## src/rtl/hazard_ctrl.sv

```systemverilog
// -----------------------------------------------------------------------------
// hazard_ctrl
//
// Pipeline sequencing controller for the five-stage RISC-V core. It turns the
// decoded Mem control field and the register indices into stage write-enables,
// bubble and flush strobes. It freezes the whole pipeline while a multi-cycle
// data-memory access completes.
//
// Optional feature macro: HAZARD_PERF_CNT_EN
//   defined   -> saturating stall-cycle and flush counters on stall_cnt_o and
//                flush_cnt_o
//   undefined -> both counter ports tied to 0, no counter registers
//
// Ports
//   clk_i              clock, rising edge
//   rst_i              synchronous active-low reset
//   start_i            pipeline run enable
//   id_rs1_i/id_rs2_i  source register indices of the instruction in ID
//   id_uses_rs2_i      ID instruction reads rs2
//   ex_mem_i           Mem field of the EX instruction (01 load, 10 store)
//   ex_rd_i            destination register index of the EX instruction
//   id_branch_taken_i  branch resolved taken in ID
//   mem_op_i           Mem field of the MEM instruction
//   mem_ack_i          data memory completes the current access
//   pc_we_o            PC write enable
//   ifid_we_o          IF/ID write enable
//   ifid_flush_o       load a NOP into IF/ID
//   idex_bubble_o      zero the ID/EX control fields
//   stall_all_o        hold ID/EX, EX/MEM and MEM/WB
//   mem_req_o          data-memory request
//   stall_cnt_o        stall-cycle count (feature macro only)
//   flush_cnt_o        flush count (feature macro only)
//   state_dbg_o        current FSM state (0 IDLE, 1 RUN, 2 MEM_WAIT)
//
// Handshake: mem_req_o is held high from the first request cycle through the
// cycle in which mem_ack_i is sampled high; the access completes in that ack
// cycle and the request drops afterwards unless a new access is presented.
// -----------------------------------------------------------------------------
module hazard_ctrl #(
    parameter int CNT_W = 32
) (
    input  logic             clk_i,
    input  logic             rst_i,
    input  logic             start_i,
    input  logic [4:0]       id_rs1_i,
    input  logic [4:0]       id_rs2_i,
    input  logic             id_uses_rs2_i,
    input  logic [1:0]       ex_mem_i,
    input  logic [4:0]       ex_rd_i,
    input  logic             id_branch_taken_i,
    input  logic [1:0]       mem_op_i,
    input  logic             mem_ack_i,
    output logic             pc_we_o,
    output logic             ifid_we_o,
    output logic             ifid_flush_o,
    output logic             idex_bubble_o,
    output logic             stall_all_o,
    output logic             mem_req_o,
    output logic [CNT_W-1:0] stall_cnt_o,
    output logic [CNT_W-1:0] flush_cnt_o,
    output logic [1:0]       state_dbg_o
);

    typedef enum logic [1:0] {
        ST_IDLE     = 2'd0,
        ST_RUN      = 2'd1,
        ST_MEM_WAIT = 2'd2
    } state_e;

    state_e state_q;
    state_e state_d;

    logic load_use;
    logic mem_access;

    // A load in EX whose rd feeds the ID instruction cannot be forwarded in
    // time; x0 never creates a dependency.
    assign load_use = (ex_mem_i == 2'b01) && (ex_rd_i != 5'd0) &&
                      ((ex_rd_i == id_rs1_i) ||
                       (id_uses_rs2_i && (ex_rd_i == id_rs2_i)));

    assign mem_access = (mem_op_i != 2'b00);

    // Next state and Mealy outputs. Priority in RUN:
    // memory stall > load-use stall > branch flush.
    always_comb begin
        state_d       = state_q;
        pc_we_o       = 1'b0;
        ifid_we_o     = 1'b0;
        ifid_flush_o  = 1'b0;
        idex_bubble_o = 1'b0;
        stall_all_o   = 1'b0;
        mem_req_o     = 1'b0;

        case (state_q)
            ST_IDLE: begin
                if (start_i) begin
                    state_d = ST_RUN;
                end
            end

            ST_RUN: begin
                if (mem_access && !mem_ack_i) begin
                    // An unacknowledged access freezes everything, even when
                    // start_i has dropped: the access must finish first.
                    mem_req_o   = 1'b1;
                    stall_all_o = 1'b1;
                    state_d     = ST_MEM_WAIT;
                end else if (!start_i) begin
                    // An access acknowledged in this very cycle still needs
                    // its request; everything else is quiet.
                    mem_req_o = mem_access;
                    state_d   = ST_IDLE;
                end else begin
                    mem_req_o = mem_access;
                    pc_we_o   = 1'b1;
                    ifid_we_o = 1'b1;
                    if (load_use) begin
                        // The load moves to MEM next cycle, so this bubble
                        // is naturally a single cycle. A coincident taken
                        // branch is held and re-evaluated next cycle.
                        pc_we_o       = 1'b0;
                        ifid_we_o     = 1'b0;
                        idex_bubble_o = 1'b1;
                    end else if (id_branch_taken_i) begin
                        ifid_flush_o = 1'b1;
                    end
                end
            end

            ST_MEM_WAIT: begin
                mem_req_o = 1'b1;
                if (mem_ack_i) begin
                    // The pipeline advances in the ack cycle itself.
                    pc_we_o   = 1'b1;
                    ifid_we_o = 1'b1;
                    state_d   = start_i ? ST_RUN : ST_IDLE;
                end else begin
                    stall_all_o = 1'b1;
                end
            end

            default: begin
                state_d = ST_IDLE;
            end
        endcase
    end

    always_ff @(posedge clk_i) begin
        if (!rst_i) begin
            state_q <= ST_IDLE;
        end else begin
            state_q <= state_d;
        end
    end

    assign state_dbg_o = state_q;

`ifdef HAZARD_PERF_CNT_EN
    logic [CNT_W-1:0] stall_cnt_q;
    logic [CNT_W-1:0] flush_cnt_q;
    logic             stall_inc;
    logic             flush_inc;

    // IDLE also has pc_we_o low but is not a stall.
    assign stall_inc = ((state_q == ST_RUN) || (state_q == ST_MEM_WAIT)) &&
                       !pc_we_o;
    assign flush_inc = ifid_flush_o;

    always_ff @(posedge clk_i) begin
        if (!rst_i) begin
            stall_cnt_q <= '0;
            flush_cnt_q <= '0;
        end else begin
            // Saturate at all-ones instead of wrapping.
            if (stall_inc && !(&stall_cnt_q)) begin
                stall_cnt_q <= stall_cnt_q + 1'b1;
            end
            if (flush_inc && !(&flush_cnt_q)) begin
                flush_cnt_q <= flush_cnt_q + 1'b1;
            end
        end
    end

    assign stall_cnt_o = stall_cnt_q;
    assign flush_cnt_o = flush_cnt_q;
`else
    assign stall_cnt_o = '0;
    assign flush_cnt_o = '0;
`endif

endmodule
```

## config.mk

```make
export PLATFORM = sky130hd
export DESIGN_NAME = hazard_ctrl
export DESIGN_NICKNAME = d
export VERILOG_FILES = /design/src/rtl/hazard_ctrl.sv
export SDC_FILE = /design/constraint.sdc
export NUM_CORES = 1
export LEC_CHECK = 0
export BUFFER_PORTS_ARGS = -buffer_cell sky130_fd_sc_hd__buf_2
export CAP_MARGIN = 5
export CORE_UTILIZATION = 30
export CTS_CLUSTER_DIAMETER = 40
export CTS_CLUSTER_SIZE = 16
export DETAILED_ROUTE_END_ITERATION = 10
export MAX_ROUTING_LAYER = met4
export PLACE_DENSITY = 0.84
export SYNTH_ARGS = -nofsm -noshare
export SYNTH_HDL_FRONTEND = slang
export SYNTH_SLANG_ARGS = --single-unit
```

## constraint.sdc

```tcl
create_clock -name clk_i -period 1.7 [get_ports clk_i]
set_clock_uncertainty 0.1 [all_clocks]
set_input_delay 0.34 -clock clk_i [delete_from_list [all_inputs] [get_ports clk_i]]
set_output_delay 0.34 -clock clk_i [all_outputs]
set_load 0.01 [all_outputs]
```

## Word-level counts from Yosys, hierarchy flattened

Cells that the tools add are included.

- Bits in registers: 2
- Memories kept: 0
- Bits in writable memories: 0
- Word-level logic and storage cells: 44
- ROM bits: 0
- Bits in latches: 0

- Equality and inequality tests: 8
- Reduce and logical (&&, ||, !) cells: 10
- Magnitude comparators: 0
- Bitwise logic cells: 0
- Divide/modulo/power cells: 0
- Shift-type cells: 0
- Muxes and demuxes: 25
- Add/sub/neg operators: 0
- Multiply operators: 0

Operators by type and width:

| kind | count |
|---|---|
| 1-bit two-way mux | 17 |
| 5-bit equality test | 2 |
| 2-bit two-way mux | 4 |
| 1-bit one-hot mux with 2 select lines | 3 |
| 2-bit one-hot mux with 3 select lines | 1 |
| 5-bit nonzero test | 1 |
| 2-bit by 1-bit equality test with 1-bit output (second input constant) | 2 |
| 1-bit logical AND | 4 |
| 2-bit != test (second input constant) | 2 |
| 3-bit != test (second input constant) | 1 |
| 3-bit AND reduction | 1 |
| 2-bit equality test (second input constant) | 1 |
| 2-bit zero test | 1 |
| 2-bit nonzero test | 1 |
| 1-bit zero test | 1 |
| 1-bit logical OR | 1 |

## Depth between registers and ports, before layout

- Depth after elaboration: 8
- Depth in mapped cells: 7

## Worst setup path after synthesis

No wires, ideal clock.

- Path kind: input -> output
- From: input port ex_rd_i[1]
- To: output port pc_we_o
- Cell stages on the path: 5
- Arrival: 1.545 ns
- Setup slack: -0.285 ns
- Path through: or4_1 > o21ai_2 > inv_2 > a31oi_1 > buf_4

- Cells in the longest elaborated chain, start to end: 8
- Elaborated cells between the ends (all ways): 11
- Those cells by class: eq/ne (2); mux (4); reduce/logical (5)

Ends and longest elaborated chain:

| element | line | text |
|---|---|---|
| from (decl) | 49 | `input logic [4:0] ex_rd_i,` |
| 5-bit equality test | 80 | `(id_uses_rs2_i && (ex_rd_i == id_rs2_i)));` |
| 1-bit logical AND | 80 |  |
| 1-bit logical OR | 79 | `((ex_rd_i == id_rs1_i) \|\|` |
| 1-bit logical AND * | 78 | `assign load_use = (ex_mem_i == 2'b01) && (ex_rd_i != 5'd0) &&` |
| 1-bit two-way mux * (3 in series) | n/a |  |
| 1-bit one-hot mux with 2 select lines * | n/a |  |
| to (decl) | 53 | `output logic pc_we_o,` |

Every way passes the cells marked *; elsewhere a longest branch is shown, timed or not.

## Worst setup path in the final report

- From: input port ex_rd_i[4]
- To: output port ifid_flush_o

- Cells in the longest elaborated chain, start to end: 8
- Elaborated cells between the ends (all ways): 11
- Those cells by class: eq/ne (2); mux (4); reduce/logical (5)

Ends and longest elaborated chain:

| element | line | text |
|---|---|---|
| 5-bit equality test | 80 |  |
| 1-bit logical AND | 80 |  |
| 1-bit logical OR | 79 |  |
| 1-bit logical AND * | 78 |  |
| 1-bit two-way mux * | 118 | `if (load_use) begin` |
| 1-bit two-way mux * | 109 | `end else if (!start_i) begin` |
| 1-bit two-way mux * | 103 | `if (mem_access && !mem_ack_i) begin` |
| 1-bit two-way mux * | 95 | `case (state_q)` |
| to (decl) | 55 | `output logic ifid_flush_o,` |

Marks and branches as above.

==> out/results.txt <==
Minimum clock period: 1.966 ns
Leak: 0.5981 nW
Share of cells above drive strength 1: 41.07%
Tcrit/Tclk final: 115.6%
Top layer in use: met4
Vias: 690
Top cell type's share of synthesized area: 55.79%
Req. time, crit path: 1.26 ns
Die area: 3135 um2
Main synth FF type: dfxtp_1
Final Hold Fails: 0
Cts hold-fix bufs: 0
Placer Congestion: 0.6971
Largest family of logic cells by synthesized area: buffers and inverters
Number of antenna cells inserted: 0
DPL Wire Length: 1.228 mm
GRT Overall Usage: 9.249%
Syn avg cell area: 7.475 um2
Final WS setup: -0.2659 ns
Setup violators final: 6
Failing checks: setup timing
Routed wire per std cell: 7.352 um
Area share of fa/ha/maj cells after synthesis: 5.722%
Num ports: 97
Critical path peak fanout: 2
Cells after Synth: 117
Mux share of post-synthesis cell area: 0%
Core Box Area: 2758 um2
Worst-skew pair later-pin latency: 0.22 ns
Router iterations before antenna repair: 3
FILL cells: 288
Reg clk slew, reported paths: 0.03 ns
Port Buffers: 32
EDFF count, synth: 0
Final #Nets: 199
RSZ-0062 raised after global routing: yes
Post-synthesis sequential area ratio: 4.578%
Clock sink count: 2
Initial Util: 31.72%
Pwr dens: 414.5 nW/um2
Synth Area in Compound Gates: 10.59%
Clk buf depth: 2
Congestion Overflow GR: 0
Synth unique cells: 27
CP startpoint kind: primary input
Site Rows: 19
Pins Over Slew Limit: 0
Drt total wl: 1.463 mm
Commonest cells after routing, fill and taps aside: conb_1, buf_2, buf_4, xnor2_1
Die W: 56.00 um
CTS tree: yes
Drt via density: 3.467
Fmax: 508.7 MHz
Synth area leaders: buf_4, xnor2_1, ha_1
Synth Warn #: 0
Outcome: complete, but fails checks
Metal-1 WL: 543 um
Met3 WL post-DR: 116 um
Largest net degree at the start of global routing: 6
Layout Cells excl Fill: 199
Hold Path Class: primary input to register
Synth area leader: buf_4
Detailed router's first-iteration violation count: 5
TritonCTS buffer count: 3
Die Height: 56.00 um
#FFs+latches synth: 2
First-pass GRT wire length: 2.235 mm
Critical Path AT: 1.53 ns
Crit Path Category: primary input to output pin
Commonest non-fill, non-tap cell in the layout: conb_1
Crit. End Element: output pin
Ys async rst share: 0%
Met2 wire len: 778 um
Synth Area in XOR/XNOR: 10.01%
Root buf cell: clkbuf_4
Initial antenna violation count: 0
Post-Place Cells: 192
Setup Slack @ Placement: -0.3628 ns
Post-route cell area: 1099 um2
Util after Layout: 39.84%
Setup_tns: -1.225 ns
Max_cap viols: 0
Area after DPL: 945.9 um2
Synth-to-Final Area Change: 25.61%
Htree depth: 1
Vias in the first global route: 573
Largest register FFs: 2
Mapped Area: 874.6 um2
DRC errors left: 0
Antenna-violating nets left: 0
Maximum vdd drop: 518.2 uV
Simple-gate share of the synthesized area: 10.73%
[what timing repair did]
| action | 4_1_cts | 5_1_grt |
|---|---|---|
| pin swaps | 6 | 2 |
| setup endpoints to repair | 6 | 7 |
| gates cloned | 0 | 0 |
| resized for setup | 11 | 10 |
| setup buffers | 1 | 3 |
[area by class of cell]
class | count | area, um2 | area share, %
multi-input combinational | 108 | 645.6 | 58.77
clock buffer | 3 | 22.52 | 2.050
inverter | 5 | 18.77 | 1.708
tap | 31 | 38.79 | 3.531
timing repair buffer | 50 | 327.8 | 29.84
sequential | 2 | 45.04 | 4.100
[metrics by stage]
step	hold WS, ns	total power, W
5_1_grt	0.2705	0.0004999
6_report	0.2727	0.0004553
3_3_place_gp	0.4998	0.0003015
3_5_place_dp	0.5073	0.0003040
2_1_floorplan	0.3938	0.0003216
4_1_cts	0.2706	0.0004310
[layer usage]
layer	track usage, %	up-vias
met5	-	-
met4	5.923	0
met3	1.860	4
met2	14.63	49
met1	10.62	289
li1	-	348
[synthesized netlist by cell type, types with 2 or more instances]
cell type and instances:
o21a_1 2, nand2_1 7, buf_4 65, a21boi_0 2
xnor2_1 10, nor2b_1 2, ha_1 4, inv_1 4
dfxtp_1 2, nand4_1 2
[worst max-delay path: stages]
cell      delay [ns]
buf_6           0.09
or4_4           0.54
o21ai_4         0.15
inv_2           0.07
a211oi_2        0.18
buf_2           0.16
[kinds of logic (layout without fill, tap and decap cells)]
family / count (synthesis) / after routing
buf+inv: 70 / 58
xor+xnor: 10 / 10
flops: 2 / 2
fa+ha+maj: 4 / 4
compound gates: 12 / 12
other cells: 1 / 64
simple gates: 18 / 18
[final timing paths]
path	start	end	slack (ns)	cells past startpoint
worst max-delay path	ex_rd_i[4]	ifid_flush_o	-0.27	6
worst min-delay path	rst_i	state_dbg_o[1]	0.27	2
worst max register to register	state_dbg_o[1]	state_dbg_o[0]	0.08	7
worst min register to register	state_dbg_o[0]	state_dbg_o[0]	0.52	3
[where the power goes]
group          switching [W]  leakage, nW  internal, W  total (W)
clock              0.0000233       0.0138    0.0000775   0.000101
combinational       0.000161        0.567     0.000134   0.000295
sequential        0.00000645       0.0175    0.0000533  0.0000597
Power figures use the tool's default switching activity.
